<file path="config.mk">
export PLATFORM = sky130hd
export DESIGN_NAME = keypad_entry_disp
export DESIGN_NICKNAME = d
export VERILOG_FILES = /design/src/rtl/keypad_pkg.sv /design/src/rtl/disp_ctrl.sv /design/src/rtl/keypad_entry_disp.sv
export SDC_FILE = /design/constraint.sdc
export NUM_CORES = 1
export LEC_CHECK = 0
export ABC_CLOCK_PERIOD_IN_PS = 3600
export CAP_MARGIN = 20
export CELL_PAD_IN_SITES_DETAIL_PLACEMENT = 1
export CELL_PAD_IN_SITES_GLOBAL_PLACEMENT = 2
export CORE_ASPECT_RATIO = 1.5
export CORE_MARGIN = 1.5
export CORE_UTILIZATION = 31
export DETAILED_ROUTE_END_ITERATION = 16
export PLACE_DENSITY = 0.84
export SYNTH_ARGS = -nofsm -noshare
export SYNTH_HDL_FRONTEND = slang
export SYNTH_HIERARCHICAL = 1
export SYNTH_SLANG_ARGS = --single-unit
</file>
<file path="constraint.sdc">
create_clock -name pulse_50Mhz -period 3.6 [get_ports pulse_50Mhz]
set_input_delay 0.36 -clock pulse_50Mhz [delete_from_list [all_inputs] [get_ports pulse_50Mhz]]
set_output_delay 0.36 -clock pulse_50Mhz [all_outputs]
set_load 0.05 [all_outputs]
</file>
<file path="src/rtl/keypad_pkg.sv">
// keypad_pkg -- shared definitions for the keypad entry / display block.
//   KEY_BKSP, KEY_CLR, KEY_ENT : key codes with a command meaning
//   key_class_e                : classification of a decoded key code
//   classify_key()             : maps a 4-bit key code onto its class
package keypad_pkg;

  localparam logic [3:0] KEY_BKSP = 4'hA;
  localparam logic [3:0] KEY_CLR  = 4'hC;
  localparam logic [3:0] KEY_ENT  = 4'hE;

  typedef enum logic [2:0] {
    KC_NONE,
    KC_DIGIT,
    KC_BKSP,
    KC_CLR,
    KC_ENT
  } key_class_e;

  // Codes 0xB, 0xD and 0xF have no function and fall into KC_NONE.
  function automatic key_class_e classify_key(input logic [3:0] code);
    key_class_e kc;
    if (code <= 4'h9)          kc = KC_DIGIT;
    else if (code == KEY_BKSP) kc = KC_BKSP;
    else if (code == KEY_CLR)  kc = KC_CLR;
    else if (code == KEY_ENT)  kc = KC_ENT;
    else                       kc = KC_NONE;
    return kc;
  endfunction

endpackage

</file>
<file path="src/rtl/disp_ctrl.sv">
// disp_ctrl -- combinational hex-to-seven-segment decoder.
//   hex   : 4-bit value 0x0..0xF to show
//   blank : forces all segments off
//   seg   : active-high segments, seg[0]=a .. seg[6]=g
module disp_ctrl (
  input  logic [3:0] hex,
  input  logic       blank,
  output logic [6:0] seg
);

  always_comb begin
    seg = 7'h00;
    if (!blank) begin
      case (hex)
        4'h0: seg = 7'h3F;
        4'h1: seg = 7'h06;
        4'h2: seg = 7'h5B;
        4'h3: seg = 7'h4F;
        4'h4: seg = 7'h66;
        4'h5: seg = 7'h6D;
        4'h6: seg = 7'h7D;
        4'h7: seg = 7'h07;
        4'h8: seg = 7'h7F;
        4'h9: seg = 7'h6F;
        4'hA: seg = 7'h77;
        4'hB: seg = 7'h7C;
        4'hC: seg = 7'h39;
        4'hD: seg = 7'h5E;
        4'hE: seg = 7'h79;
        default: seg = 7'h71;
      endcase
    end
  end

endmodule

</file>
<file path="src/rtl/keypad_entry_disp.sv">
// keypad_entry_disp -- keypad digit entry buffer with a multiplexed
// seven-segment display of the buffer.
//   pulse_50Mhz : system clock
//   rst_n       : asynchronous active-low reset
//   key_valid   : single-cycle strobe qualifying key_code
//   key_code    : decoded key (0-9 digit, A backspace, C clear, E enter)
//   clear       : level clear of the entry buffer, wins over key_valid
//   digits      : entry buffer, newest digit in [3:0]
//   count       : number of digits currently entered
//   value       : buffer contents captured by the last accepted ENTER
//   value_valid : one-cycle strobe when value is updated
//   seg         : active-high segments a..g of the selected digit
//   dig_sel     : one-hot digit enable
module keypad_entry_disp
  import keypad_pkg::*;
#(
  parameter int NUM_DIGITS    = 4,
  parameter int CLK_FREQ      = 50_000_000,
  parameter int REFRESH_HZ    = 1000,
  parameter int BLANK_LEADING = 1
) (
  input  logic                            pulse_50Mhz,
  input  logic                            rst_n,
  input  logic                            key_valid,
  input  logic [3:0]                      key_code,
  input  logic                            clear,
  output logic [4*NUM_DIGITS-1:0]         digits,
  output logic [$clog2(NUM_DIGITS+1)-1:0] count,
  output logic [4*NUM_DIGITS-1:0]         value,
  output logic                            value_valid,
  output logic [6:0]                      seg,
  output logic [NUM_DIGITS-1:0]           dig_sel
);

  localparam int DW      = 4 * NUM_DIGITS;
  localparam int CW      = $clog2(NUM_DIGITS + 1);
  localparam int SW      = $clog2(NUM_DIGITS);
  localparam int DIV_RAW = CLK_FREQ / (REFRESH_HZ * NUM_DIGITS);
  localparam int DIV     = (DIV_RAW < 1) ? 1 : DIV_RAW;
  localparam int RW      = (DIV > 1) ? $clog2(DIV) : 1;

  logic [DW-1:0]         digits_q, digits_d;
  logic [CW-1:0]         count_q, count_d;
  logic [DW-1:0]         value_q, value_d;
  logic                  value_valid_q, value_valid_d;
  logic [RW-1:0]         ref_cnt_q, ref_cnt_d;
  logic [SW-1:0]         scan_q, scan_d;
  logic [NUM_DIGITS-1:0] dig_sel_q, dig_sel_d;
  logic [6:0]            seg_q, seg_d;

  key_class_e key_class;
  logic       tick;
  logic [3:0] sel_nib;
  logic       sel_blank;

  assign key_class = classify_key(key_code);

  // Entry buffer: clear input first, then the key command.
  always_comb begin
    digits_d      = digits_q;
    count_d       = count_q;
    value_d       = value_q;
    value_valid_d = 1'b0;
    if (clear) begin
      digits_d = '0;
      count_d  = '0;
    end else if (key_valid) begin
      case (key_class)
        KC_DIGIT: begin
          if (count_q < CW'(NUM_DIGITS)) begin
            digits_d = {digits_q[DW-5:0], key_code};
            count_d  = count_q + 1'b1;
          end
        end
        KC_BKSP: begin
          if (count_q != '0) begin
            digits_d = {4'h0, digits_q[DW-1:4]};
            count_d  = count_q - 1'b1;
          end
        end
        KC_CLR: begin
          digits_d = '0;
          count_d  = '0;
        end
        KC_ENT: begin
          // The commit and the buffer clear land on the same edge.
          if (count_q != '0) begin
            value_d       = digits_q;
            value_valid_d = 1'b1;
            digits_d      = '0;
            count_d       = '0;
          end
        end
        default: begin
        end
      endcase
    end
  end

  // Refresh divider and scan position.
  assign tick = (ref_cnt_q == RW'(DIV - 1));

  always_comb begin
    ref_cnt_d = tick ? '0 : ref_cnt_q + 1'b1;
    scan_d    = scan_q;
    if (tick) begin
      scan_d = (scan_q == SW'(NUM_DIGITS - 1)) ? '0 : scan_q + 1'b1;
    end
  end

  // Decode from next-state values so the registered seg/dig_sel pair
  // reflects the buffer on the very edge a key lands, with no extra lag.
  always_comb begin
    dig_sel_d = NUM_DIGITS'(1) << scan_d;
    sel_nib   = digits_d[{scan_d, 2'b00} +: 4];
    sel_blank = (BLANK_LEADING != 0) && (CW'(scan_d) >= count_d) &&
                !((scan_d == '0) && (count_d == '0));
  end

  disp_ctrl u_disp_ctrl (
    .hex   (sel_nib),
    .blank (sel_blank),
    .seg   (seg_d)
  );

  always_ff @(posedge pulse_50Mhz or negedge rst_n) begin
    if (!rst_n) begin
      digits_q      <= '0;
      count_q       <= '0;
      value_q       <= '0;
      value_valid_q <= 1'b0;
      ref_cnt_q     <= '0;
      scan_q        <= '0;
      dig_sel_q     <= NUM_DIGITS'(1);
      seg_q         <= 7'h00;
    end else begin
      digits_q      <= digits_d;
      count_q       <= count_d;
      value_q       <= value_d;
      value_valid_q <= value_valid_d;
      ref_cnt_q     <= ref_cnt_d;
      scan_q        <= scan_d;
      dig_sel_q     <= dig_sel_d;
      seg_q         <= seg_d;
    end
  end

  assign digits      = digits_q;
  assign count       = count_q;
  assign value       = value_q;
  assign value_valid = value_valid_q;
  assign seg         = seg_q;
  assign dig_sel     = dig_sel_q;

endmodule

</file>
Word-level counts from Yosys, hierarchy flattened
Memories as Yosys holds them, arrays and structs flattened.
Index checks and enable logic that the tools add are counted.
{"block": "word_totals", "register_bits": 63, "n_memories": 1, "inputBits": 8, "rom_bits": 112, "word_cells": 59, "output_inout_bits": 47}
{"block": "classes", "bitwise": 1, "n_addsub": 4, "n_reduce_logical": 7, "eq_ne": 9, "shifts": 2, "n_lt_le_gt_ge": 3, "mux": 24}
{"memory": "(no name shown)", "depth": 16, "word_bits": 7, "rd": 1, "rd_clocked_by_memory_dff": 0, "wr": 0, "line": "disp_ctrl.sv:14", "rtl": "case (hex)"}
{"operator": "$mux W16", "n": 5}
{"operator": "$pmux W16 S4", "n": 1}
{"operator": "$mux W3", "n": 9}
{"operator": "$shiftx A16 B5 Y4", "n": 1}
{"operator": "$add A14 B1 Y14 const B", "n": 1}
{"operator": "$eq A14 B14 Y1 const B", "n": 1}
{"operator": "$mux W14", "n": 1}
{"operator": "$eq A4 B4 Y1 const B", "n": 3}
{"operator": "$pmux W3 S4", "n": 1}
{"operator": "$mux W7", "n": 1}
{"operator": "$eq A3 B2 Y1 const B", "n": 2}
{"operator": "$le A4 B4 Y1 const B", "n": 1}
{"operator": "$mux W1", "n": 4}
{"operator": "$mux W2", "n": 2}
{"operator": "$reduce_and A4 Y1", "n": 1}
{"operator": "$shl A1 B2 Y4 const A", "n": 1}
{"operator": "$add A3 B1 Y3 const B", "n": 1}
{"operator": "$eq A3 B1 Y1 const B", "n": 1}
{"operator": "$eq A3 B3 Y1 const B", "n": 1}
{"operator": "$ge A2 B3 Y1", "n": 1}
{"operator": "$logic_not A3 Y1", "n": 1}
{"operator": "$lt A3 B3 Y1 const B", "n": 1}
{"operator": "$reduce_bool A3 Y1", "n": 1}
{"operator": "$sub A3 B1 Y3 const B", "n": 1}
{"operator": "6 further kinds", "n": 7}

Longest topological paths before layout
{"block": "depth", "word_depth": 14, "ltp_mapped": 16, "ltp_nobuf": 16}

Hierarchy
The synthesis kept the hierarchy.
{"mod": "keypad_entry_disp", "cells_each": 244, "seq_area_each_um2": 1577.8, "area_per_inst_um2": 2899.0, "instances": 1}
{"mod": "disp_ctrl", "cells_each": 33, "seq_area_each_um2": 0.0, "area_per_inst_um2": 269.0, "instances": 1}

Worst setup path before layout
OpenSTA, ideal clock, no wires.
{"block": "synth_path", "path_type": "reg-to-reg", "from": "register ref_cnt_q[0]", "to": "register seg_q[3], in the netlist seg[3]", "arrival_ps": 3783, "period_less_slack_ps": 3857, "path_buffers": 0, "required_ps": 3527, "setup_time_ps": 73, "path_stages_with_launch": 13, "setup_slack_ps": -257, "cell_sequence": "dfrtp_1 > ha_1 > or4bb_1 > nor4_4 > mux2i_2 > clkinv_4 > mux2_1 > mux2i_1 > inv_1 > ha_1 > inv_1 > mux4_1 > nor2_1"}
{"block": "synth_between", "word_cells_on_any_way": 10, "cone_classes": "1 x order compare; 1 x eq/ne; 1 x shift; 2 x mux; 4 x reduce/logical; 1 x memory"}
{"element": "start, declared", "line": "keypad_entry_disp.sv:46", "rtl": "logic [RW-1:0] ref_cnt_q, ref_cnt_d;"}
{"element": "start signal, assigned", "line": "keypad_entry_disp.sv:141", "rtl": "ref_cnt_q <= ref_cnt_d;"}
{"element": "$eq A14 B14 Y1", "line": "keypad_entry_disp.sv:101", "rtl": "assign tick = (ref_cnt_q == RW'(DIV - 1));"}
{"element": "$mux W2", "line": "keypad_entry_disp.sv:106", "rtl": "if (tick) begin"}
{"element": "named net scan_d[0]", "line": "keypad_entry_disp.sv:47", "rtl": "logic [SW-1:0] scan_q, scan_d;"}
{"element": "$shiftx A16 B5 Y4", "line": "keypad_entry_disp.sv:115", "rtl": "sel_nib = digits_d[{scan_d, 2'b00} +: 4];"}
{"element": "named net sel_nib[1]", "line": "keypad_entry_disp.sv:53", "rtl": "logic [3:0] sel_nib;"}
{"element": "$mem_v2 Z16 W7"}
{"element": "$mux W7", "line": "disp_ctrl.sv:13", "rtl": "if (!blank) begin"}
{"element": "named net seg_d[3]", "line": "keypad_entry_disp.sv:49", "rtl": "logic [6:0] seg_q, seg_d;"}
{"element": "end signal, assigned", "line": "keypad_entry_disp.sv:144", "rtl": "seg_q <= seg_d;"}
{"element": "end, declared", "line": "keypad_entry_disp.sv:49"}
The timed path passes the listed nets, and every way through them passes these cells.
A chain may end at the register's enable or synchronous reset.

Final worst setup path
Ends and elaborated chain as after synthesis.

==> reports/summary.log <==
qor: sta.fin_hold_ws 0.493 ns
qor: floorplan.die_w 85.5 microns
qor: finish.final_design_area_no_fill 4500 sq um
qor: worst_setup_path.arrival 3.71 ns
qor: routing.totalWireLength 9380 microns
qor: worst_setup_path.worst_setup_path_start_kind flop
qor: worst_setup_path.ordered_cell_list_for_the_critical_path ha_4 > or4bb_4 > nor4_4 > buf_4 > mux2i_4 > clkinv_4 > mux2_2 > mux2i_4 > inv_2 > ha_1 > inv_1 > mux4_1 > nor2_1
qor: logic_synthesis.synthesis.instances 277
qor: logic_synthesis.post-synth-top-area-fraction 49.0%
qor: clock_tree.cts_sinks 63
qor: worst_setup_path.timing.critical_path.required 3.87 ns
qor: global_route.antenna_violations_before_repair 0
qor: finish.register_area 1580 sq um
qor: placed_design.placement.io_buffers 54
qor: floorplan.placement_rows 45
qor: logic_synthesis.synthArstFlopShare 100%
qor: placed_design.placed_area 4030 sq um
qor: sta.final_period_util 95.7%
qor: logic_synthesis.yosys_register_bits 63
qor: worst_setup_path.critical_path_peak_fanout 5
qor: logic_synthesis.ys.flop_type sky130_fd_sc_hd__dfrtp_1
qor: power.power_density 432 nW/um^2
qor: global_route.grt.total_usage 17.9%
qor: finish.instances_no_fill 491
qor: placed_design.placedCellCount 463
qor: sta.relSlewSlack 64.4%
qor: power.ir_drop 322 uV
qor: hold_path.min-delay-path-class in2async
qor: global_route.via_count_of_the_first_global_routing_pass 2778
qor: finish.antenna_diode_instance_count 0
qor: routing.post_drt_wl_per_cell 19.1 microns
qor: routing.initialDrtViolationCount 92
qor: worst_setup_path.slowest_stage sky130_fd_sc_hd__mux4_1
qor: run_status.run_status finished with violations
qor: clock_tree.clock_path_buffers 2
qor: clock_tree.tritoncts done
qor: clock_tree.tritoncts.num_buffers 9
qor: worst_setup_path.timing_worst_setup_path_type reg2reg
qor: global_route.global_route_wire_length_before_repair 14700 microns
qor: floorplan.initial_cell_density_of_the_core 31.6%
qor: placed_design.hpwlAfterDp 6740 microns
qor: clock_tree.htree_num_levels 3
qor: logic_synthesis.yosysWarningCount 6
qor: floorplan.design.portCount 55
qor: power.power.total 1.94 mW
qor: floorplan.core 10000 sq um
qor: routing.viasPerCell 5.34
qor: power.static-leakage-power 2.02 nW
qor: logic_synthesis.synth.area.top_cells sky130_fd_sc_hd__dfrtp_1 (49%), sky130_fd_sc_hd__mux2_2 (6.4%), sky130_fd_sc_hd__ha_1 (5.5%), sky130_fd_sc_hd__mux2i_1 (4.1%), sky130_fd_sc_hd__nor2_1 (3.4%)
qor: sta.tightest_slew 0.532 ns
qor: routing.dr_total_vias 2623
qor: run_status.violations DRC
qor: logic_synthesis.syn_nets 299
qor: logic_synthesis.synth_enable_flop_cells 0
qor: power.internal_power_of_the_cells 1.43 mW
qor: worst_setup_path.timing.critical_path.slowest_cell_delay 0.48 ns
qor: power.switching_power 507 uW
qor: worst_setup_path.crit-reg2reg-launch ref_cnt_q[0]
qor: worst_setup_path.reg2reg_setup_slack 0.16 ns
qor: global_route.globalRoute.totalOverflow 0
qor: sta.clock_skew 0.00616 ns
qor: sta.timing.final.max_slew_violations 0
qor: finish.final_layout_size_suffix_gt1_share 24.1%
qor: finish.final_nets 391
qor: clock_tree.clkSlewWorstSetupHoldPaths 0.06 ns
qor: sta.setup-violations-final 0
qor: finish.nFillCells 1102
qor: job.maxCapViolations 0
qor: sta.timing.fmax 0.290 GHz
qor: sta.timing_hold_violations_final 0
qor: power.seqPwrFrac 38.2%
qor: logic_synthesis.synthDistinctLibCells 56
qor: logic_synthesis.post_synth.cell_area_avg 11.4 sq um
qor: finish.area.growth.synth_to_final 41.9%
qor: floorplan.vert_die_dim 127 microns
qor: power.switching_part_of_the_total_power 26.1%
qor: worst_setup_path.most_used_cell_cp sky130_fd_sc_hd__mux2i_4
qor: global_route.grt_start_max_net_pins 48
qor: logic_synthesis.post-synth-top-count-cell sky130_fd_sc_hd__dfrtp_1
qor: worst_setup_path.reg2reg_depth 13
qor: logic_synthesis.syn_area 3170 sq um
qor: logic_synthesis.sequential_cell_area_fraction_in_the_yosys_report 49.8%
qor: clock_tree.cts_root_buf sky130_fd_sc_hd__clkbuf_16
qor: placed_design.gp_congestion 0.852
qor: power.share_comb_of_total_power 13.8%
qor: worst_setup_path.timing.critical_path.to_type flop
qor: routing.ant_nets 0
qor: finish.multiInputGateArea 1560 sq um
qor: logic_synthesis.post-synth-top-area-cell sky130_fd_sc_hd__dfrtp_1
qor: sta.totalNegativeSetupSlack 0 ns
qor: sta.period_needed 3.44 ns
qor: routing.detail_route.first_pass.iterations 11
qor: routing.drc 1
qor: logic_synthesis.ys_top_cells_by_count sky130_fd_sc_hd__dfrtp_1 (62), sky130_fd_sc_hd__nor2_1 (29), sky130_fd_sc_hd__inv_1 (18), sky130_fd_sc_hd__mux2_2 (18), sky130_fd_sc_hd__ha_1 (14)
qor: floorplan.die_area 10800 sq um
qor: power.clock_power_share 48.0%
qor: worst_setup_path.regToRegEndpoint seg[3]
qor: clock_tree.worst_skew_pair.late_latency 0.33 ns
-- cell type report --
class / instances / share of cell area, %
clock buffer: 9 / 5.01
clock inverter: 7 / 2.17
multi-input combinational: 187 / 34.7
sequential: 63 / 35.1
tap: 117 / 3.26
inverter: 20 / 1.84
timing repair buffer: 88 / 17.9
-- worst max-delay path: cells and delay by family (launching register included) --
family,cells,cell delay [ns]
muxes,4,1.28
adders and majority gates,2,0.44
and+or+nand+nor,3,0.83
buffers and inverters,4,0.42
DFF,1,0.41
-- what timing repair did --
| item | CTS | global route |
|---|---|---|
| pin swaps | 1 | 2 |
| buffers inserted | 3 | 7 |
| setup endpoints to repair | 1 | 5 |
| hold buffers | 0 | 1 |
| resized for setup | 1 | 5 |
| endpoints found under the hold margin | 0 | 15 |
-- per-stage QoR --
stage	utilization, %	worst slack (ns)
2_1_floorplan	-	0.0140
4_1_cts	43.7	0.0241
3_5_place_dp	40.2	-0.0196
6_report	44.9	0.157
3_3_place_gp	40.2	0.0949
5_1_grt	44.9	-0.0245
-- sequential cells by signal, indices dropped and copies added (netlist names) --
signal       count
dig_sel          4
seg              7
count            3
value           16
ref_cnt_q       14
scan_q           2
value_valid      1
digits          16
-- cells in the final DEF (no fill, tap or decap), drive strengths merged, types with 9 or more instances in the layout --
cell           instances
buf                   34
clkbuf                 9
clkdlybuf4s50         53
dfrtp                 62
ha                    14
inv                   19
mux2                  19
mux2i                 14
nand2                 11
nor2                  30
-- per-layer routing --
metal | track usage, % | vias up | wire length [microns]
li1 | - | 1185 | -
met1 | 19.6 | 1356 | 3540
met2 | 32.3 | 58 | 5240
met3 | 4.16 | 24 | 321
met4 | 8.06 | 0 | 278
met5 | 0 | - | 0
-- power by group through the flow --
stage	logic, mW	clock network (mW)	registers, mW
6_report	0.268	0.930	0.742
5_1_grt	0.287	0.978	0.743
4_1_cts	0.261	0.953	0.742
3_5_place_dp	0.259	0	0.754
3_3_place_gp	0.254	0	0.755
2_1_floorplan	0.0808	0	0.822
-- cells by family (layout without fill, tap and decap cells) --
group / Yosys count / after routing / share of synthesized area [%]
AOI/OAI and AO/OA: 52 / 52 / 13.0
xor gates and xnor gates: 12 / 12 / 3.32
adders and majority gates: 14 / 14 / 5.53
buffers and inverters: 27 / 124 / 3.75
DFF: 63 / 63 / 49.8
muxes: 34 / 34 / 12.1
and+or+nand+nor: 75 / 75 / 12.5
-- worst max path at each step --
stage / slack (ns) / cells past startpoint / to / start
floorplan: 0.01 / 12 / seg[3] / ref_cnt_q[0]
detailed placement: -0.02 / 13 / seg[3] / key_code[1]
global placement: 0.09 / 11 / seg[3] / ref_cnt_q[0]
CTS: 0.02 / 13 / seg[3] / ref_cnt_q[1]
finish: 0.16 / 13 / seg[3] / ref_cnt_q[0]
global route: -0.02 / 13 / seg[3] / ref_cnt_q[1]
(Power assumes the default switching activity.)
